**src/rtl/demux_rr_sequencer_if.sv**
```systemverilog
// rtl/demux_rr_sequencer_if.sv - bit-stream and demux-drive bundle for demux_rr_sequencer
interface demux_rr_sequencer_if;
    logic       in_valid;
    logic       in_bit;
    logic       in_ready;
    logic [3:0] ch_mask;
    logic       a;
    logic [1:0] s;
    logic       out_valid;
    logic       rot_done;
    logic       err_nomask;

    modport master (
        output in_valid, in_bit, ch_mask,
        input  in_ready, a, s, out_valid, rot_done, err_nomask
    );

    modport slave (
        input  in_valid, in_bit, ch_mask,
        output in_ready, a, s, out_valid, rot_done, err_nomask
    );
endinterface

```
**src/rtl/demux_rr_sequencer.sv**
```systemverilog
// rtl/demux_rr_sequencer.sv - round-robin bit distributor driving a 1-to-4 demux with dwell hold
module demux_rr_sequencer #(
    parameter int DWELL = 4,
    parameter int CW    = 8
) (
    input  logic                 clk,
    input  logic                 rst_n,
    demux_rr_sequencer_if.slave  bus
);
    localparam logic [0:0] IDLE = 1'b0;
    localparam logic [0:0] HOLD = 1'b1;

    logic [0:0]    state;
    logic [CW-1:0] cnt;
    logic [1:0]    ptr;
    logic [1:0]    s_q;
    logic          a_q;
    logic          last;

    logic          mask_any;
    logic          dwell_end;
    logic          ready;
    logic          accept;
    logic [1:0]    nxt;
    logic [1:0]    idx;
    logic          found;
    logic          last_nxt;

    assign mask_any  = |bus.ch_mask;
    assign dwell_end = (state == HOLD) && (cnt == '0);
    assign ready     = rst_n && mask_any && ((state == IDLE) || dwell_end);
    assign accept    = bus.in_valid && ready;

    // Cyclic scan starting just after the last-served channel; i == 4 wraps back onto ptr itself.
    always_comb begin
        nxt   = ptr;
        found = 1'b0;
        idx   = '0;
        for (int i = 1; i <= 4; i++) begin
            idx = ptr + 2'(i);
            if (!found && bus.ch_mask[idx]) begin
                nxt   = idx;
                found = 1'b1;
            end
        end
    end

    // The bit closes a rotation when no enabled channel sits above the one just picked.
    always_comb begin
        last_nxt = 1'b1;
        for (int j = 0; j < 4; j++) begin
            if ((j > int'(nxt)) && bus.ch_mask[j]) begin
                last_nxt = 1'b0;
            end
        end
    end

    always_ff @(posedge clk) begin
        if (!rst_n) begin
            state <= IDLE;
            cnt   <= '0;
            ptr   <= 2'd3;
            a_q   <= 1'b0;
            s_q   <= 2'd0;
            last  <= 1'b0;
        end else if (accept) begin
            state <= HOLD;
            a_q   <= bus.in_bit;
            s_q   <= nxt;
            ptr   <= nxt;
            cnt   <= CW'(DWELL - 1);
            last  <= last_nxt;
        end else if (state == HOLD) begin
            if (cnt != '0) begin
                cnt <= cnt - 1'b1;
            end else begin
                state <= IDLE;
                a_q   <= 1'b0;
            end
        end
    end

    assign bus.in_ready   = ready;
    assign bus.a          = a_q;
    assign bus.s          = s_q;
    assign bus.out_valid  = (state == HOLD);
    assign bus.rot_done   = dwell_end && last;
    assign bus.err_nomask = bus.in_valid && !mask_any;
endmodule

```
**src/flat_wrapper.sv**
```systemverilog
// flat-port wrapper written by rule: the top's interface ports become plain ports
module demux_rr_sequencer_flat 
#(
    parameter int DWELL = 4,
    parameter int CW    = 8
)
  (clk, rst_n, bus_in_valid, bus_in_bit, bus_ch_mask, bus_in_ready, bus_a, bus_s, bus_out_valid, bus_rot_done, bus_err_nomask);
  demux_rr_sequencer_if bus_i ();
  input  logic clk;
  input  logic rst_n;
  input wire logic [$bits(bus_i.in_valid)-1:0] bus_in_valid;
  input wire logic [$bits(bus_i.in_bit)-1:0] bus_in_bit;
  input wire logic [$bits(bus_i.ch_mask)-1:0] bus_ch_mask;
  output wire logic [$bits(bus_i.in_ready)-1:0] bus_in_ready;
  output wire logic [$bits(bus_i.a)-1:0] bus_a;
  output wire logic [$bits(bus_i.s)-1:0] bus_s;
  output wire logic [$bits(bus_i.out_valid)-1:0] bus_out_valid;
  output wire logic [$bits(bus_i.rot_done)-1:0] bus_rot_done;
  output wire logic [$bits(bus_i.err_nomask)-1:0] bus_err_nomask;
  assign bus_i.in_valid = bus_in_valid;
  assign bus_i.in_bit = bus_in_bit;
  assign bus_i.ch_mask = bus_ch_mask;
  assign bus_in_ready = bus_i.in_ready;
  assign bus_a = bus_i.a;
  assign bus_s = bus_i.s;
  assign bus_out_valid = bus_i.out_valid;
  assign bus_rot_done = bus_i.rot_done;
  assign bus_err_nomask = bus_i.err_nomask;
  demux_rr_sequencer #(.DWELL(DWELL), .CW(CW)) u_core (.clk(clk), .rst_n(rst_n), .bus(bus_i));
endmodule
```
**config.mk**
```make
export PLATFORM = sky130hd
export DESIGN_NAME = demux_rr_sequencer_flat
export DESIGN_NICKNAME = d
export VERILOG_FILES = /design/src/rtl/demux_rr_sequencer_if.sv /design/src/rtl/demux_rr_sequencer.sv /design/src/flat_wrapper.sv
export SDC_FILE = /design/constraint.sdc
export NUM_CORES = 1
export LEC_CHECK = 0
export ABC_AREA = 1
export CAP_MARGIN = 20
export CORE_ASPECT_RATIO = 0.9
export CORE_UTILIZATION = 30
export CTS_CLUSTER_DIAMETER = 60
export DETAILED_ROUTE_END_ITERATION = 10
export GPL_ROUTABILITY_DRIVEN = 0
export PLACE_DENSITY = 0.51
export SLEW_MARGIN = 10
export SYNTH_ARGS = -nofsm -noshare
export SYNTH_HDL_FRONTEND = slang
export SYNTH_SLANG_ARGS = --single-unit
```
**constraint.sdc**
```tcl
create_clock -name clk -period 1.42 [get_ports clk]
set_clock_uncertainty 0.1 [all_clocks]
set_input_delay 0.142 -clock clk [delete_from_list [all_inputs] [get_ports clk]]
set_output_delay 0.142 -clock clk [all_outputs]
set_load 0.02 [all_outputs]
```
==> impl_metrics.yaml <==
synthesis:
  synthSimpleGateAreaFrac: 0.397
  synthMuxAreaShare: 0
  synth-edff-count: 0
  post_synth_fa_ha_maj_area_fraction: 0.0269
  synth_largest_area_cell: "dfxtp_1"
  ys_warn_count: 0
  synthTopCellsByCount: "nand2_1, dfxtp_1, inv_1"
  netlist_instances: 141
  ys_types: 24
  synth.most_common_cell: "nand2_1"
  synth_top_area_frac: 0.323
  synth_ff_type: "dfxtp_1"
  synth-xor-area-share: 0.0188
  synth-seq-cells: 15
  syn_area_sq_um: 930
  async_reset_ff_frac: 0
  ys_seq_area_frac: 0.323
  synth_area_per_cell_sq_um: 6.59
  synth_compound_area_frac: 0.127
  synth_nets: 151
  synth_area_leaders: "dfxtp_1, nand2_1, inv_1"
  synth_top_family_by_area: "simple AND/OR/NAND/NOR gates"
pwr:
  p_seq_frac: 0.329
  p_sw_frac: 0.390
  p_int_uw: 916
  p_per_area_nw_per_um2: 861
  p_sw_uw: 585
  combPwrFrac: 0.504
  irDropWorstVdd_mv: 0.633
  power.leakage_uw: 0.000851
  clock_power_share: 0.167
clocking:
  hold_buffers: 0
  clock_tree.root_cell: "clkbuf_4"
  clock_latency_ns: 0.29
  clkSinkCount: 15
  cts_buffer_depth: 2
  cts_tree: "built"
  clk_pin_slew_worst_paths_ns: 0.10
  cts_buffers: 3
  htree_levels: 1
placed_design:
  port_buffers: 14
  dp_slack_ns: -0.442
  place_hpwl_um: 1720
global_routing:
  grt_remaining_overflow: 0
  grt_pass1_vias: 945
  antenna_found_initial: 0
  grt_max_degree: 10
  grt_pass1_wl_um: 4050
  track_usage: 0.166
floorplan:
  std_cell_rows: 18
  fp.dieW_um: 60.7
  start_util: 0.328
  die-area_sq_um: 3330
  io_pins: 15
  die_y_um: 54.8
  core_sq_um: 2840
layout:
  fin_nets: 206
  layout-drive-gt1-share: 0.600
  area_delta_synth_final_pct: 87.5
  fin_util: 0.614
  antenna_cells: 0
route:
  route.antenna.remaining_nets: 0
  first_pass_iters: 4
  detail_route.drc_violations: 0
  viasPerCell: 4.57
  drtIter0Drc: 21
  wl_um: 2860
  wl_per_cell_um: 12.2
  vias: 1075
setup_path:
  cp-end-kind: "output pin"
  critPathMaxFanout: 3
  crit_type: "reg2out"
  critPathArrivalTime_ns: 1.39
  rrSetupSlack_ns: -0.21
  startpoint_type: "flip-flop"
  r2r_start: "u_core.ptr[0]"
  critPathLaunch: "u_core.cnt[4]"
  critical_path_required_ns: 1.18
sta:
  setup_viol: 17
  layout_setup_ws_ns: -0.216
  rsz0062_at_grt: "true"
  final.setup.tns_ns: -2.57
  hold_viol: 0
  timing.fmax_mhz: 611
  finalCritPeriodShare: 1.15
  whs_ns: 0.318
  worst_slew_pin_slew_ns: 0.350
  maxSlewViolCount: 0
  period_needed_ns: 1.64
  max_slew_margin: 0.767
min_path:
  hp-start: "bus_ch_mask[1]"
  hold_class: "in2reg"
outcome:
  violations: "negative setup slack"
  status: "complete, but fails checks"
run:
  max-cap-violations: 0
-- cell type report --
type / instances / area (sq um)
multi-input combinational: 101 / 776
tap: 40 / 50.0
timing repair buffer: 51 / 464
sequential: 15 / 310
inverter: 24 / 115
fill: 267 / 1090
clock buffer: 3 / 22.5
clock inverter: 1 / 5.00
-- flip-flops by register name, summed over array words and instances, names as in the netlist --
register,count
u_core.bus.s,2
u_core.bus.out_valid,1
u_core.ptr,2
u_core.cnt,8
u_core.bus.a,1
u_core.last,1
-- cell usage in the layout (no fill, tap or decap), types with 6 or more instances in the layout --
cell type / instances
buf_4: 29
nand2_1: 24
inv_1: 14
nand2_4: 14
nand2_2: 14
dfxtp_1: 9
inv_2: 6
nand3_2: 6
clkdlybuf4s50_1: 6
buf_6: 6
-- power by group through the flow --
stage	clock, uW	sequential [uW]	combinational (uW)
after global placement	0	493	464
after global routing	281	499	816
after floorplan	0	508	268
after detailed placement	0	495	472
after CTS	254	493	574
final	251	494	756
-- kinds of logic (layout without fill, tap and decap cells) --
| logic type | count (synthesis) | after routing |
|---|---|---|
| flops | 15 | 15 |
| buf+inv | 25 | 79 |
| compound gates | 21 | 21 |
| fa+ha+maj | 2 | 2 |
| xor+xnor | 2 | 2 |
| simple gates | 76 | 76 |
-- final timing paths --
path,end,depth (start not counted)
worst min-delay path,u_core.last,8
worst max-delay path,bus_in_ready,8
worst max register to register,u_core.last,15
worst min register to register,u_core.bus.s[1],2
-- metrics by stage --
step / area [sq um] / std cells / power (uW)
after global routing: 1740 / 235 / 1600
after detailed placement: 1300 / 217 / 967
final: 1740 / 235 / 1500
after CTS: 1510 / 228 / 1320
after global placement: 1300 / 217 / 957
after floorplan: 940 / 141 / 776
-- what timing repair did --
item	CTS	global route
endpoints found under the setup margin	22	19
pin swaps	11	23
buffers inserted	9	8
gates resized for setup	61	47
-- routing by layer --
| metal | up-vias | GRT usage | share of wire |
|---|---|---|---|
| met5 | - | 0 | 0 |
| met3 | 6 | 0.0496 | 0.037 |
| met2 | 20 | 0.280 | 0.51 |
| met4 | 0 | 0.0114 | 0.011 |
| met1 | 494 | 0.219 | 0.44 |
| li1 | 555 | - | - |
-- worst max-delay path: stages (launching register included) --
cell     delay, ns
dfxtp_2       0.35
nor2_4        0.11
inv_2         0.06
nor2_4        0.13
nand3_4       0.10
nand2_4       0.09
nand3_4       0.09
inv_2         0.07
buf_6         0.11
No activity file was read; power rests on OpenSTA's default activity.
